`src/rtl/spi_master_arbiter.sv`:
```
// Round-robin arbiter that shares one spi_master between NUM_REQ requesters.
// Each request is latched into the master's TxData/Mode one cycle before a
// one-cycle Start pulse. The result is returned as a one-cycle Ack, or as an
// Err if Done never arrives.
`timescale 1ns/1ps
module spi_master_arbiter #(
  parameter int NUM_REQ    = 4,
  parameter int DATA_WIDTH = 8,
  parameter int TIMEOUT    = 1023
) (
  input  logic                          Clk,
  input  logic                          Reset,
  input  logic [NUM_REQ-1:0]            Req,
  input  logic [NUM_REQ*DATA_WIDTH-1:0] ReqTxData,
  input  logic [NUM_REQ*2-1:0]          ReqMode,
  output logic [NUM_REQ-1:0]            Grant,
  output logic [NUM_REQ-1:0]            Ack,
  output logic [NUM_REQ-1:0]            Err,
  output logic [DATA_WIDTH-1:0]         RxData,
  output logic                          Busy,
  output logic                          MStart,
  output logic [1:0]                    MMode,
  output logic [DATA_WIDTH-1:0]         MTxData,
  input  logic                          MDone,
  input  logic [DATA_WIDTH-1:0]         MRxData,
  output logic [2:0]                    dbg_state
);

  // Handshake: a requester raises Req[i] and holds it until Ack[i] or Err[i]
  // pulses for one cycle. Grant[i] marks the owner from SETUP through RESP.
  // Dropping Req before Grant withdraws the request. Dropping it after
  // Grant is ignored and the transfer still completes. Toward the master,
  // MStart is a one-cycle pulse, and completion is a rising MDone observed
  // only after MDone has first been seen low.

  localparam int IW = (NUM_REQ > 1) ? $clog2(NUM_REQ) : 1;
  localparam int CW = $clog2(TIMEOUT + 1);

  typedef enum logic [2:0] {
    S_IDLE      = 3'd0,
    S_SETUP     = 3'd1,
    S_START     = 3'd2,
    S_WAIT_LOW  = 3'd3,
    S_WAIT_DONE = 3'd4,
    S_RESP      = 3'd5
  } state_t;

  state_t                  state_q, state_d;
  logic [NUM_REQ-1:0]      grant_q, grant_d;
  logic [NUM_REQ-1:0]      ack_q, ack_d;
  logic [NUM_REQ-1:0]      err_q, err_d;
  logic [DATA_WIDTH-1:0]   rx_q, rx_d;
  logic                    busy_q, busy_d;
  logic                    mstart_q, mstart_d;
  logic [1:0]              mmode_q, mmode_d;
  logic [DATA_WIDTH-1:0]   mtx_q, mtx_d;
  logic [CW-1:0]           cnt_q, cnt_d;
  logic [IW-1:0]           ptr_q, ptr_d;
  logic [IW-1:0]           idx_q, idx_d;

  logic                    win_found;
  logic [IW-1:0]           win_idx;
  logic [IW-1:0]           cand;
  logic [CW-1:0]           cnt_inc;
  logic                    tmo;

  // Round-robin search: the first requesting index at or after ptr+1, wrapping modulo NUM_REQ.
  always_comb begin
    win_found = 1'b0;
    win_idx   = '0;
    cand      = '0;
    for (int k = 1; k <= NUM_REQ; k++) begin
      cand = IW'((32'(ptr_q) + 32'(k)) % 32'(NUM_REQ));
      if (!win_found && Req[cand]) begin
        win_found = 1'b1;
        win_idx   = cand;
      end
    end
  end

  // Next-state and next-output logic. Every output is registered.
  always_comb begin
    state_d  = state_q;
    grant_d  = grant_q;
    ack_d    = '0;
    err_d    = '0;
    rx_d     = rx_q;
    mstart_d = 1'b0;
    mmode_d  = mmode_q;
    mtx_d    = mtx_q;
    cnt_d    = cnt_q;
    ptr_d    = ptr_q;
    idx_d    = idx_q;
    cnt_inc  = cnt_q + CW'(1);
    tmo      = (cnt_inc == CW'(TIMEOUT));
    case (state_q)
      S_IDLE: begin
        if (win_found) begin
          state_d          = S_SETUP;
          idx_d            = win_idx;
          grant_d          = '0;
          grant_d[win_idx] = 1'b1;
          mtx_d            = ReqTxData[win_idx*DATA_WIDTH +: DATA_WIDTH];
          mmode_d          = ReqMode[win_idx*2 +: 2];
        end
      end
      S_SETUP: begin
        state_d  = S_START;
        mstart_d = 1'b1;
      end
      S_START: begin
        state_d = S_WAIT_LOW;
        cnt_d   = '0;
      end
      S_WAIT_LOW: begin
        cnt_d = cnt_inc;
        // Timeout is checked first so that the counter can never wrap.
        if (tmo) begin
          state_d = S_IDLE;
          err_d   = grant_q;
          grant_d = '0;
          ptr_d   = idx_q;
        end else if (!MDone) begin
          state_d = S_WAIT_DONE;
        end
      end
      S_WAIT_DONE: begin
        cnt_d = cnt_inc;
        if (MDone) begin
          state_d = S_RESP;
          rx_d    = MRxData;
          ack_d   = grant_q;
        end else if (tmo) begin
          state_d = S_IDLE;
          err_d   = grant_q;
          grant_d = '0;
          ptr_d   = idx_q;
        end
      end
      S_RESP: begin
        state_d = S_IDLE;
        grant_d = '0;
        ptr_d   = idx_q;
      end
      default: begin
        state_d = S_IDLE;
        grant_d = '0;
      end
    endcase
    busy_d = (state_d != S_IDLE);
  end

  // State and output registers. Reset gives requester 0 first priority.
  always_ff @(posedge Clk) begin
    if (Reset) begin
      state_q  <= S_IDLE;
      grant_q  <= '0;
      ack_q    <= '0;
      err_q    <= '0;
      rx_q     <= '0;
      busy_q   <= 1'b0;
      mstart_q <= 1'b0;
      mmode_q  <= '0;
      mtx_q    <= '0;
      cnt_q    <= '0;
      ptr_q    <= IW'(NUM_REQ - 1);
      idx_q    <= '0;
    end else begin
      state_q  <= state_d;
      grant_q  <= grant_d;
      ack_q    <= ack_d;
      err_q    <= err_d;
      rx_q     <= rx_d;
      busy_q   <= busy_d;
      mstart_q <= mstart_d;
      mmode_q  <= mmode_d;
      mtx_q    <= mtx_d;
      cnt_q    <= cnt_d;
      ptr_q    <= ptr_d;
      idx_q    <= idx_d;
    end
  end

  assign Grant     = grant_q;
  assign Ack       = ack_q;
  assign Err       = err_q;
  assign RxData    = rx_q;
  assign Busy      = busy_q;
  assign MStart    = mstart_q;
  assign MMode     = mmode_q;
  assign MTxData   = mtx_q;
  assign dbg_state = state_q;

endmodule

```
`config.mk`:
```
export PLATFORM = sky130hd
export DESIGN_NAME = spi_master_arbiter
export DESIGN_NICKNAME = d
export VERILOG_FILES = /design/src/rtl/spi_master_arbiter.sv
export SDC_FILE = /design/constraint.sdc
export NUM_CORES = 1
export LEC_CHECK = 0
export CAP_MARGIN = 10
export CORE_MARGIN = 10
export CORE_UTILIZATION = 40
export CTS_BUF_LIST = sky130_fd_sc_hd__clkbuf_8 sky130_fd_sc_hd__clkbuf_16
export DETAILED_ROUTE_END_ITERATION = 16
export PLACE_DENSITY = 0.73
export SYNTH_ARGS = -nofsm -noshare
export SYNTH_HDL_FRONTEND = slang
export SYNTH_SLANG_ARGS = --single-unit
export TNS_END_PERCENT = 30
```
`constraint.sdc`:
```
create_clock -name Clk -period 3.39 [get_ports Clk]
set_input_delay 0.339 -clock Clk [delete_from_list [all_inputs] [get_ports Clk]]
set_output_delay 0.339 -clock Clk [all_outputs]
set_load 0.03 [all_outputs]
```
Word level (Yosys, flattened, before mapping)

Index checks and enable logic that the tools add are counted.

Logic and storage cells: 90
Output and inout bits: 35
Register bits: 49
Input port bits: 55

Order comparisons: 6
Equality and inequality tests: 8
Muxes and demuxes: 36
Add/sub/neg operators: 5
Shifts and indexed selects: 2
Bitwise operators: 3
Reductions and logical operators: 18

Operators by type and width:

| kind                    | count |
|---|---|
| $shiftx A32 B6 Y8       | 1 |
| $mux W4                 | 5 |
| $pmux W10 S2            | 1 |
| $pmux W4 S4             | 1 |
| $lt A2 B3 Y1 const B    | 5 |
| $mux W3                 | 5 |
| $pmux W3 S5             | 1 |
| $mux W2                 | 6 |
| $add A10 B1 Y10 const B | 1 |
| $eq A10 B10 Y1 const B  | 1 |
| $mux W1                 | 10 |
| $bmux W1 S2             | 4 |
| $pmux W4 S2             | 1 |
| $shiftx A8 B4 Y2        | 1 |
| $eq A3 B2 Y1 const B    | 2 |
| $eq A3 B3 Y1 const B    | 2 |
| $pmux W2 S3             | 1 |
| $reduce_and A2 Y1       | 3 |
| $reduce_bool A3 Y1      | 2 |
| $add A2 B1 Y2 const B   | 2 |
| $add A2 B2 Y2 const B   | 2 |
| $logic_and A1 B1 Y1     | 4 |
| $ne A2 B2 Y1 const B    | 2 |
| $reduce_or A2 Y1        | 2 |
| 9 further kinds         | 13 |

Longest topological paths before layout

Gate-level depths: netlist of run 1.

Depth after elaboration: 19
Depth in mapped cells: 7
Gate-level depth less buffers: 6

Least setup slack after synthesis of run 1

OpenSTA, ideal clock, no wires.

Kind: register to register
Start point: register state_q[2], in the netlist dbg_state[2]
End point: register cnt_q[9]
Data required time: 3.318 ns
Setup time: 0.072 ns
Clock period less this slack: 1.932 ns
Cell stages (with the launch flop): 5
Setup slack: 1.458 ns
Path buffers: 0
Data arrival time: 1.860 ns
Cell sequence: dfxtp_1 > or3b_4 > a2111o_1 > or3_1 > a21oi_1

Word-level cells in the longest chain between the ends: 3
Elaborated cells between the ends (all ways): 6
Classes of those cells: 3 x eq/ne; 1 x mux; 2 x reduce/logical

Ends and longest elaborated chain:

| item                                               | RTL line | RTL |
|---|---|---|
| start, declared                                    | 48       | `state_t state_q, state_d;` |
| start signal, assigned                             | 169      | `state_q <= state_d;` |
| $eq A3 B3 Y1 or $eq A3 B2 Y1 (tied branches)       | 96       | `case (state_q)` |
| $reduce_or A2 Y1 (no source line)                  | --       |  |
| $pmux W10 S2 or $reduce_bool A2 Y1 (tied branches) | --       |  |
| end signal, assigned                               | 178      | `cnt_q <= cnt_d;` |
| end, declared                                      | 57       | `logic [CW-1:0] cnt_q, cnt_d;` |

Parallel ways exist; a longest one is shown, timed or not.
A chain may end at the register's enable or synchronous reset.

Final worst setup path of run 1

Start point: input Req[1]
End point: register mtx_q[4], in the netlist MTxData[4]

Word-level cells in the longest chain between the ends: 13
Elaborated cells between the ends (all ways): 24
Classes of those cells: 1 x shift; 16 x mux; 7 x reduce/logical

Ends and longest elaborated chain:

| item                                                   | RTL line | RTL |
|---|---|---|
| start, declared                                        | 13       | `input logic [NUM_REQ-1:0] Req,` |
| $bmux W1 S2                                            | 74       | `if (!win_found && Req[cand]) begin` |
| $mux W1 (implied by the code)                          | 74       |  |
| $mux W1                                                | 74       |  |
| $logic_not A1 Y1                                       | 74       |  |
| $logic_and A1 B1 Y1                                    | 74       |  |
| $mux W1                                                | 74       |  |
| $logic_not A1 Y1                                       | 74       |  |
| $logic_and A1 B1 Y1                                    | 74       |  |
| $mux W1                                                | 74       |  |
| $logic_not A1 Y1                                       | 74       |  |
| $logic_and A1 B1 Y1                                    | 74       |  |
| $mux W2 or $mux W1 (tied branches)                     | 74       |  |
| $shiftx A32 B6 Y8 or $reduce_and A2 Y1 (tied branches) | --       |  |
| end signal, assigned                                   | 177      | `mtx_q <= mtx_d;` |
| end, declared                                          | 56       | `logic [DATA_WIDTH-1:0] mtx_q, mtx_d;` |

Parallel ways exist; a longest one is shown, timed or not. The select of a mux whose other input is x is not followed.

==> out/metrics.yaml, run 1 <==
outcome:
  status: "finished clean"
flow_run:
  maxCapViolations: 0
place:
  pre_cts_ws_ns: 0.423
  routabilityCongestion: 0.811
  dpl.hpwl_um: 5630
  dpl.cell_count: 439
  placed_cell_area_um2: 3410
  io_buffers: 89
min_path:
  hold_path_depth: 2
  worstHoldPathType: "reg2reg"
  min_to: "RxData[3]"
  worstHoldStart: "RxData[3]"
timing:
  slew_headroom_pct: 33.4
  maxSlewViolCount: 0
  rsz0062_at_grt: "no"
  hold_slack_ns: 0.454
  worst_slack_ns: 0.750
  finalCritPeriodShare_pct: 77.9
  tightest_slew_ns: 0.997
  setup_viol: 0
  hold_viol: 0
  setup_tns_ns: 0
  fmax_mhz: 379
  skew_ns: 0.00508
  period_minus_slack_ns: 2.64
global_routing:
  gr-usage-all-layers_pct: 14.5
  grt_first_pass_wirelength_um: 11800
  grt_max_degree: 28
  antenna_found_initial: 0
  first_global_vias: 2303
  overflow: 0
floorplanning:
  core-area_um2: 5990
  die_y_um: 99.1
  start_util_pct: 41.8
  rows: 28
  fp.dieW_um: 99.1
  io_pins: 90
  die-area_um2: 9820
setup_path:
  timing.rr.end: "MTxData[4]"
  startpoint_type: "input port"
  arrival_ns: 2.84
  criticalPathCategory: "in2reg"
  ff2ff_setup_slack_ns: 0.81
  crit_required_ns: 3.59
  cp_max_fo: 12
  reg2regPathDepth: 5
  cp-end-kind: "register"
  timing.rr.start: "ptr_q[1]"
clock_tree:
  path_clk_slew_ns: 0.09
  clock_sinks: 49
  cts_root_buf: "clkbuf_8"
  hold_buffers: 0
  h-tree-depth: 2
  insertion_delay_ns: 0.30
  post_cts_buffers: 0
  cts_tree: "built"
  cts_resized: 0
  numCtsBuffers: 5
  cts_max_path_buffers: 2
yosys:
  syn-cell-area_um2: 2500
  synth_simple_gate_area_share_pct: 21.0
  async_flop_share_pct: 0
  ys_ff_latch: 49
  synth_compound_area_share_pct: 25.1
  yosys.area.top_type_share_pct: 39.2
  ys_types: 55
  ys_seq_area_share_pct: 39.2
  synth_edf_count: 0
  syn_area_per_cell_um2: 8.60
  synth_top_family_by_area: "compound AO/OA/AOI/OAI gates"
  syn_inst: 291
  yosysWarnings: 0
  yosysMostFrequentCell: "dfxtp_1"
  synth_nets: 348
  synthXorXnorAreaFrac_pct: 2.45
  yosys.area_share.adder_pct: 1.00
  yosys-mux-area-fraction_pct: 6.35
  synthFlopType: "dfxtp_1"
  yosys.area.top_type: "dfxtp_1"
  netlist_top_cells_area: "dfxtp_1 (39%), a21oi_1 (4.8%), nand2_1 (4.7%)"
  synthTopCellsByCount: "dfxtp_1 (49), nand2_1 (31), a21oi_1 (24)"
power_and_ir_drop:
  p_leak_nw: 1.26
  ir_drop_uv: 281
  p_per_area_nw_per_um2: 390
  total_power_mw: 1.38
drt:
  drtIter0Drc: 129
  viasPerCell: 5.36
  drt_first_pass_iters: 4
  wirelength_um: 7510
  drc: 0
  ant_nets: 0
  vias: 2397
  post_drt_wl_per_cell_um: 16.8
finish:
  instances_no_fill: 447
  utilization_pct: 58.9
  diodes: 0
  drive_above_1_share_pct: 6.99
  design_area_um2: 3530
  syn_to_final_growth_pct: 41.0
  final_nets: 428
-- how the worst max path moves through the flow --
stage	from	to	slack (ns)
after detailed placement	Req[1]	MTxData[4]	0.42
after global placement	Req[0]	MTxData[4]	0.50
after CTS	Req[1]	MTxData[4]	0.75
after floorplan	dbg_state[2]	cnt_q[9]	1.46
final	Req[1]	MTxData[4]	0.75
after global routing	Req[0]	MTxData[4]	0.53
-- layout by cell type, fill, tap and decap left out, drive strengths merged, types with 4 or more instances in the layout --
cell	Yosys	layout
and4	5	5
o311ai	4	4
nand3	12	12
nand2	32	32
nor3	5	5
mux2	10	10
clkdlybuf4s50	0	89
nor2	20	20
o21ai	21	21
a221o	9	9
nor2b	7	7
o41ai	5	5
dfxtp	49	49
clkbuf	12	6
inv	11	12
a21boi	4	4
xor2	4	4
a21oi	24	24
-- kinds of logic (layout without fill, tap and decap cells) --
| logic type | Yosys count | in the layout |
|---|---|---|
| DFF | 49 | 49 |
| buffers and inverters | 28 | 109 |
| xor gates and xnor gates | 7 | 7 |
| AOI/OAI and AO/OA | 91 | 91 |
| and+or+nand+nor | 102 | 102 |
| muxes | 12 | 12 |
| adders and majority gates | 2 | 2 |
-- routing by layer --
metal / track usage [%] / up-vias / routed length [µm]
li1: - / 1221 / -
met1: 18.1 / 1118 / 3290
met4: 4.63 / 0 / 80
met5: 0 / - / 0
met2: 23.7 / 53 / 3730
met3: 3.53 / 5 / 417
-- power by group --
| part | total [mW] | internal [mW] | switching, mW |
|---|---|---|---|
| clock | 0.432 | 0.238 | 0.194 |
| sequential | 0.634 | 0.604 | 0.0299 |
| combinational | 0.312 | 0.157 | 0.155 |
| total | 1.38 | 0.999 | 0.379 |
-- critical path, stage by stage --
cell,delay (ns)
clkdlybuf4s50_1,0.46
nor2b_1,0.21
o21bai_1,0.66
nand2_2,0.44
mux2_2,0.39
a221o_1,0.33
-- sequential cells by signal, summed over array words and instances, names as in the netlist, 3 cells and up --
register / cells
dbg_state: 3
RxData: 8
MTxData: 8
Grant: 4
Err: 4
Ack: 4
cnt_q: 10
-- layout make-up --
class,instances,area [µm²]
well taps,75,93.8
fillers,537,2460
inverters,11,41.3
clock inverters,2,33.8
multi-input cells,214,1400
clock buffers,6,82.6
flip-flops and latches,49,981
repair buffers,90,898
Note: power is estimated with default switching activity, not from simulation.
==> inputs of run 2 (changes only) <==
Clock period 3.39 ns to 2.73 ns, I/O delays scaled along.
==> run 2 against run 1 <==
  * Worst hold slack improved by 0.00087 ns
  * Via count increased by 3.4%
  * Core utilization increased by 0.54 points
  * Critical path type is now reg2reg
  * Final area increased by 0.92%
  * Sequential cell count unchanged
  * Global-route usage increased by 0.89 points
  * Wire length increased by 3.2%
  * Critical path depth decreased by 1
  * Clock skew increased by 0.0044 ns
  * Total power increased by 24%
  * Combinational power increased by 29%
==> out/metrics.yaml, run 2 (synthesis results as in run 1) <==
outcome:
  status: "finished clean"
setup_path:
  critPathMaxStageDelay_ns: 0.80
  crit_buf_inv: 0
  crit_slowest_cell: "nor2b_1"
  timing.rr.end: "MMode[0]"
  worst-path-stages: 5
  crit_family: "simple AND/OR/NAND/NOR gates"
  cp_cell_sequence: "or2_2 > nor4_1 > nor2b_1 > o21ai_0 > o211ai_1"
  timing.rr.start: "dbg_state[1]"
  cp-endpoint: "MMode[0]"
  reg2regPathDepth: 5
  crit_required_ns: 2.97
  cp-end-kind: "register"
  arrival_ns: 2.61
  cp-startpoint: "dbg_state[1]"
  startpoint_type: "register"
  ff2ff_setup_slack_ns: 0.36
  criticalPathCategory: "reg2reg"
  cp_max_fo: 16
power_and_ir_drop:
  p_leak_nw: 1.28
  total_power_mw: 1.70
  ir_drop_uv: 350
  p_per_area_nw_per_um2: 478
place:
  pre_cts_ws_ns: 0.219
  dpl.hpwl_um: 5790
  placed_cell_area_um2: 3460
  routabilityCongestion: 0.811
  dpl.cell_count: 445
  io_buffers: 89
drt:
  drtIter0Drc: 126
  drt_first_pass_iters: 4
  dr.max_layer_used: "met4"
  ant_nets: 0
  vias: 2479
  wirelength_um: 7760
  drc: 0
  wl_met3_um: 422
  met1_length_um: 3400
  viasPerCell: 5.48
  post_drt_wl_per_cell_um: 17.2
  wl_met2_um: 3820
clock_tree:
  cts_tree: "built"
  insertion_delay_ns: 0.31
  post_cts_buffers: 0
  path_clk_slew_ns: 0.09
  hold_buffers: 0
  numCtsBuffers: 5
  clock_sinks: 49
  h-tree-depth: 2
  cts_max_path_buffers: 2
  cts_resized: 0
  cts_root_buf: "clkbuf_8"
finish:
  final_common_cell: "clkdlybuf4s50_1"
  diodes: 0
  design_area_um2: 3560
  drive_above_1_share_pct: 8.49
  largest_reg_flops: 10
  final_cell_mix: "clkdlybuf4s50_1 (89), dfxtp_1 (49), nand2_1 (31), a21oi_1 (24)"
  instances_no_fill: 452
  final_nets: 434
  regMostFlops: "cnt_q"
  utilization_pct: 59.4
  syn_to_final_growth_pct: 42.3
min_path:
  worstHoldPathType: "reg2reg"
  hold_path_depth: 2
global_routing:
  grt_first_pass_wirelength_um: 12600
  overflow: 0
  first_global_vias: 2493
  grt_max_degree: 28
  gr-usage-all-layers_pct: 15.3
  antenna_found_initial: 0
floorplanning:
  fp.dieW_um: 99.1
  io_pins: 90
  start_util_pct: 41.8
  rows: 28
  core-area_um2: 5990
  die_y_um: 99.1
  die-area_um2: 9820
timing:
  maxSlewViolCount: 0
  skew_ns: 0.00950
  tightest_slew_ns: 0.949
  worst_slack_ns: 0.357
  fmax_mhz: 421
  setup_tns_ns: 0
  hold_viol: 0
  hold_slack_ns: 0.455
  finalCritPeriodShare_pct: 86.9
  period_minus_slack_ns: 2.37
  setup_viol: 0
  rsz0062_at_grt: "no"
  slew_headroom_pct: 36.6
flow_run:
  maxCapViolations: 0
[run 2: cell types whose count changed in the layout (fill, tap and decap cells not counted), sizes merged]
cell | before | now
clkinv | 0 | 1
buf | 1 | 7
clkbuf | 6 | 5
inv | 12 | 11
[run 2: worst min-delay path by stage]
stage	startpoint	slack (ns)	end
final	RxData[1]	0.46	RxData[1]
after global routing	RxData[2]	0.48	RxData[2]
after CTS	RxData[7]	0.46	RxData[7]
after detailed placement	RxData[7]	0.45	RxData[7]
after global placement	RxData[5]	0.44	RxData[5]
after floorplan	MRxData[0]	0.41	RxData[0]
[run 2: metal layers]
| layer | vias to the layer above | global-route usage, % |
|---|---|---|
| li1 | 1237 | - |
| met1 | 1168 | 19.8 |
| met2 | 64 | 24.4 |
| met3 | 10 | 3.88 |
| met4 | 0 | 4.74 |
| met5 | - | 0 |
[run 2: area by class of cell]
class                      count  area [µm²]
multi-input combinational    214        1400
inverter                      11        41.3
clock inverter                 2        35.0
clock buffer                   5        68.8
fill                         552        2430
timing repair buffer          96         943
tap                           75        93.8
sequential                    49         981
[run 2: power breakdown]
group	leakage, nW	internal, mW	switching (mW)
clock	0.0540	0.267	0.250
combinational	0.832	0.203	0.201
sequential	0.398	0.750	0.0336
total	1.28	1.22	0.485
[run 2: worst min-delay path: stages (launching register included)]
cell and delay [ns]:
dfxtp_1 0.32, nand2_1 0.05, a21oi_1 0.05
==> inputs of run 3 (changes only) <==
Settings changed: CTS_CLUSTER_SIZE set to 20.
Clock period 2.73 ns to 2.3 ns, I/O delays scaled along.
==> run 3 against run 2 <==
  * Clock power increased by 6.6%
  * Largest cell class unchanged
  * Critical endpoint is now dbg_state[2]
  * Global-route usage decreased by 0.42 points
  * First-iteration DRC count decreased by 15%
  * Largest power group unchanged
  * Worst hold slack got worse by 0.0021 ns
  * Total power increased by 16%
  * Critical path type unchanged
  * Die area unchanged
==> out/metrics.yaml, run 3 (synthesis results as in run 1) <==
finish:
  final_common_cell: "clkdlybuf4s50_1"
  syn_to_final_growth_pct: 45.4
  final_nets: 443
  regMostFlops: "cnt_q"
  design_area_um2: 3640
  multiInputGateArea_um2: 1400
  diodes: 0
  largest_reg_flops: 10
  drive_above_1_share_pct: 11.4
  utilization_pct: 60.7
  final_cell_mix: "clkdlybuf4s50_1 (89), dfxtp_1 (49), nand2_1 (31), a21oi_1 (24)"
  n_fill_cell: 520
  seq_area_um2: 981
setup_path:
  reg2regPathDepth: 7
  criticalPathCategory: "reg2reg"
  crit_required_ns: 2.50
  arrival_ns: 2.23
  cp-end-kind: "register"
  critPathMaxStageDelay_ns: 0.46
  cp_cell_sequence: "ha_2 > a21oi_1 > o311ai_1 > a21boi_2 > nor2_1 > buf_4 > a2111oi_0"
  cp_max_fo: 11
  crit_slowest_cell: "dfxtp_1"
  startpoint_type: "register"
floorplanning:
  rows: 28
  io_pins: 90
  die_y_um: 99.1
  core-area_um2: 5990
  die-area_um2: 9820
  fp.dieW_um: 99.1
  start_util_pct: 41.8
power_and_ir_drop:
  p_leak_nw: 1.33
  total_power_mw: 1.98
  p_per_area_nw_per_um2: 544
  ir_drop_uv: 395
min_path:
  worstHoldPathType: "in2reg"
  hold_path_depth: 3
drt:
  drc: 0
  ant_nets: 0
  drt_first_pass_iters: 4
  post_drt_wl_per_cell_um: 16.8
  wirelength_um: 7780
  vias: 2523
  viasPerCell: 5.46
  drtIter0Drc: 107
timing:
  slew_headroom_pct: 60.1
  worst_slack_ns: 0.275
  fmax_mhz: 494
  skew_ns: 0.0103
  hold_slack_ns: 0.453
  maxSlewViolCount: 0
  setup_viol: 0
  period_minus_slack_ns: 2.03
  hold_viol: 0
  rsz0062_at_grt: "no"
  tightest_slew_ns: 0.594
  finalCritPeriodShare_pct: 88.1
place:
  dpl.hpwl_um: 5880
  placed_cell_area_um2: 3540
  pre_cts_ws_ns: -0.0366
  routabilityCongestion: 0.813
  io_buffers: 89
global_routing:
  gr-usage-all-layers_pct: 14.9
  overflow: 0
  grt_first_pass_wirelength_um: 12200
  grt_max_degree: 28
  first_global_vias: 2439
  antenna_found_initial: 0
clock_tree:
  post_cts_buffers: 0
  cts_root_buf: "clkbuf_8"
  h-tree-depth: 2
  numCtsBuffers: 5
  cts_max_path_buffers: 2
  path_clk_slew_ns: 0.09
  insertion_delay_ns: 0.31
  clock_sinks: 49
  cts_tree: "built"
outcome:
  status: "finished clean"
flow_run:
  maxCapViolations: 0
[run 3: cell count changes in the layout (fill, tap and decap cells not counted)]
cell,previous run,this run
buf_12,0,1
buf_4,7,15
bufinv_16,1,0
clkbuf_8,5,6
clkinv_4,0,1
ha_1,2,1
ha_2,0,1
nor2b_1,7,6
nor2b_2,0,1
[run 3: routing by layer]
metal  track usage, %  wire length (µm)
met5                0                 0
met4             5.40               147
met1             17.7              3320
met3             4.84               531
met2             24.6              3770
[run 3: critical path: cells and delay by family (launching register included)]
| family | cells | cell delay, ns |
|---|---|---|
| adder cells (fa/ha/maj) | 1 | 0.28 |
| AO/OA/AOI/OAI | 4 | 0.91 |
| buffers and inverters | 1 | 0.17 |
| AND/OR/NAND/NOR | 1 | 0.07 |
| flip-flops | 1 | 0.46 |
[run 3: cell type report]
class,instances,share of cell area (%)
Multi-Input combinational cell,214,38.5
Timing Repair Buffer,105,28.1
Sequential cell,49,27.0
Tap cell,75,2.58
Clock buffer,6,2.27
Inverter,11,1.13
Clock inverter,2,0.378
[run 3: path summary, 6_finish.rpt]
path                                 start            to  slack [ns]
worst min register to register   RxData[3]     RxData[3]        0.46
worst max register to register    cnt_q[0]  dbg_state[2]        0.27
worst min-delay path            MRxData[4]     RxData[4]        0.45
worst max-delay path              cnt_q[0]  dbg_state[2]        0.27
[run 3: report_power, final]
| group | total, mW | switching [mW] | internal, mW | leakage [nW] |
|---|---|---|---|---|
| Sequential | 0.919 | 0.0287 | 0.890 | 0.398 |
| Combinational | 0.510 | 0.254 | 0.256 | 0.879 |
| Clock | 0.550 | 0.306 | 0.244 | 0.0512 |
| Total | 1.98 | 0.588 | 1.39 | 1.33 |
[run 3: metrics by stage]
step | setup TNS, ns | std cells
5_1_grt | 0 | 462
3_3_place_gp | 0 | 454
6_report | 0 | 462
2_1_floorplan | 0 | 291
4_1_cts | 0 | 462
3_5_place_dp | -0.124 | 454
[run 3: repair_timing]
| action | CTS | global route |
|---|---|---|
| setup endpoints to repair | 0 | 13 |
| hold buffers | 0 | 0 |
| gates resized for setup | 0 | 2 |
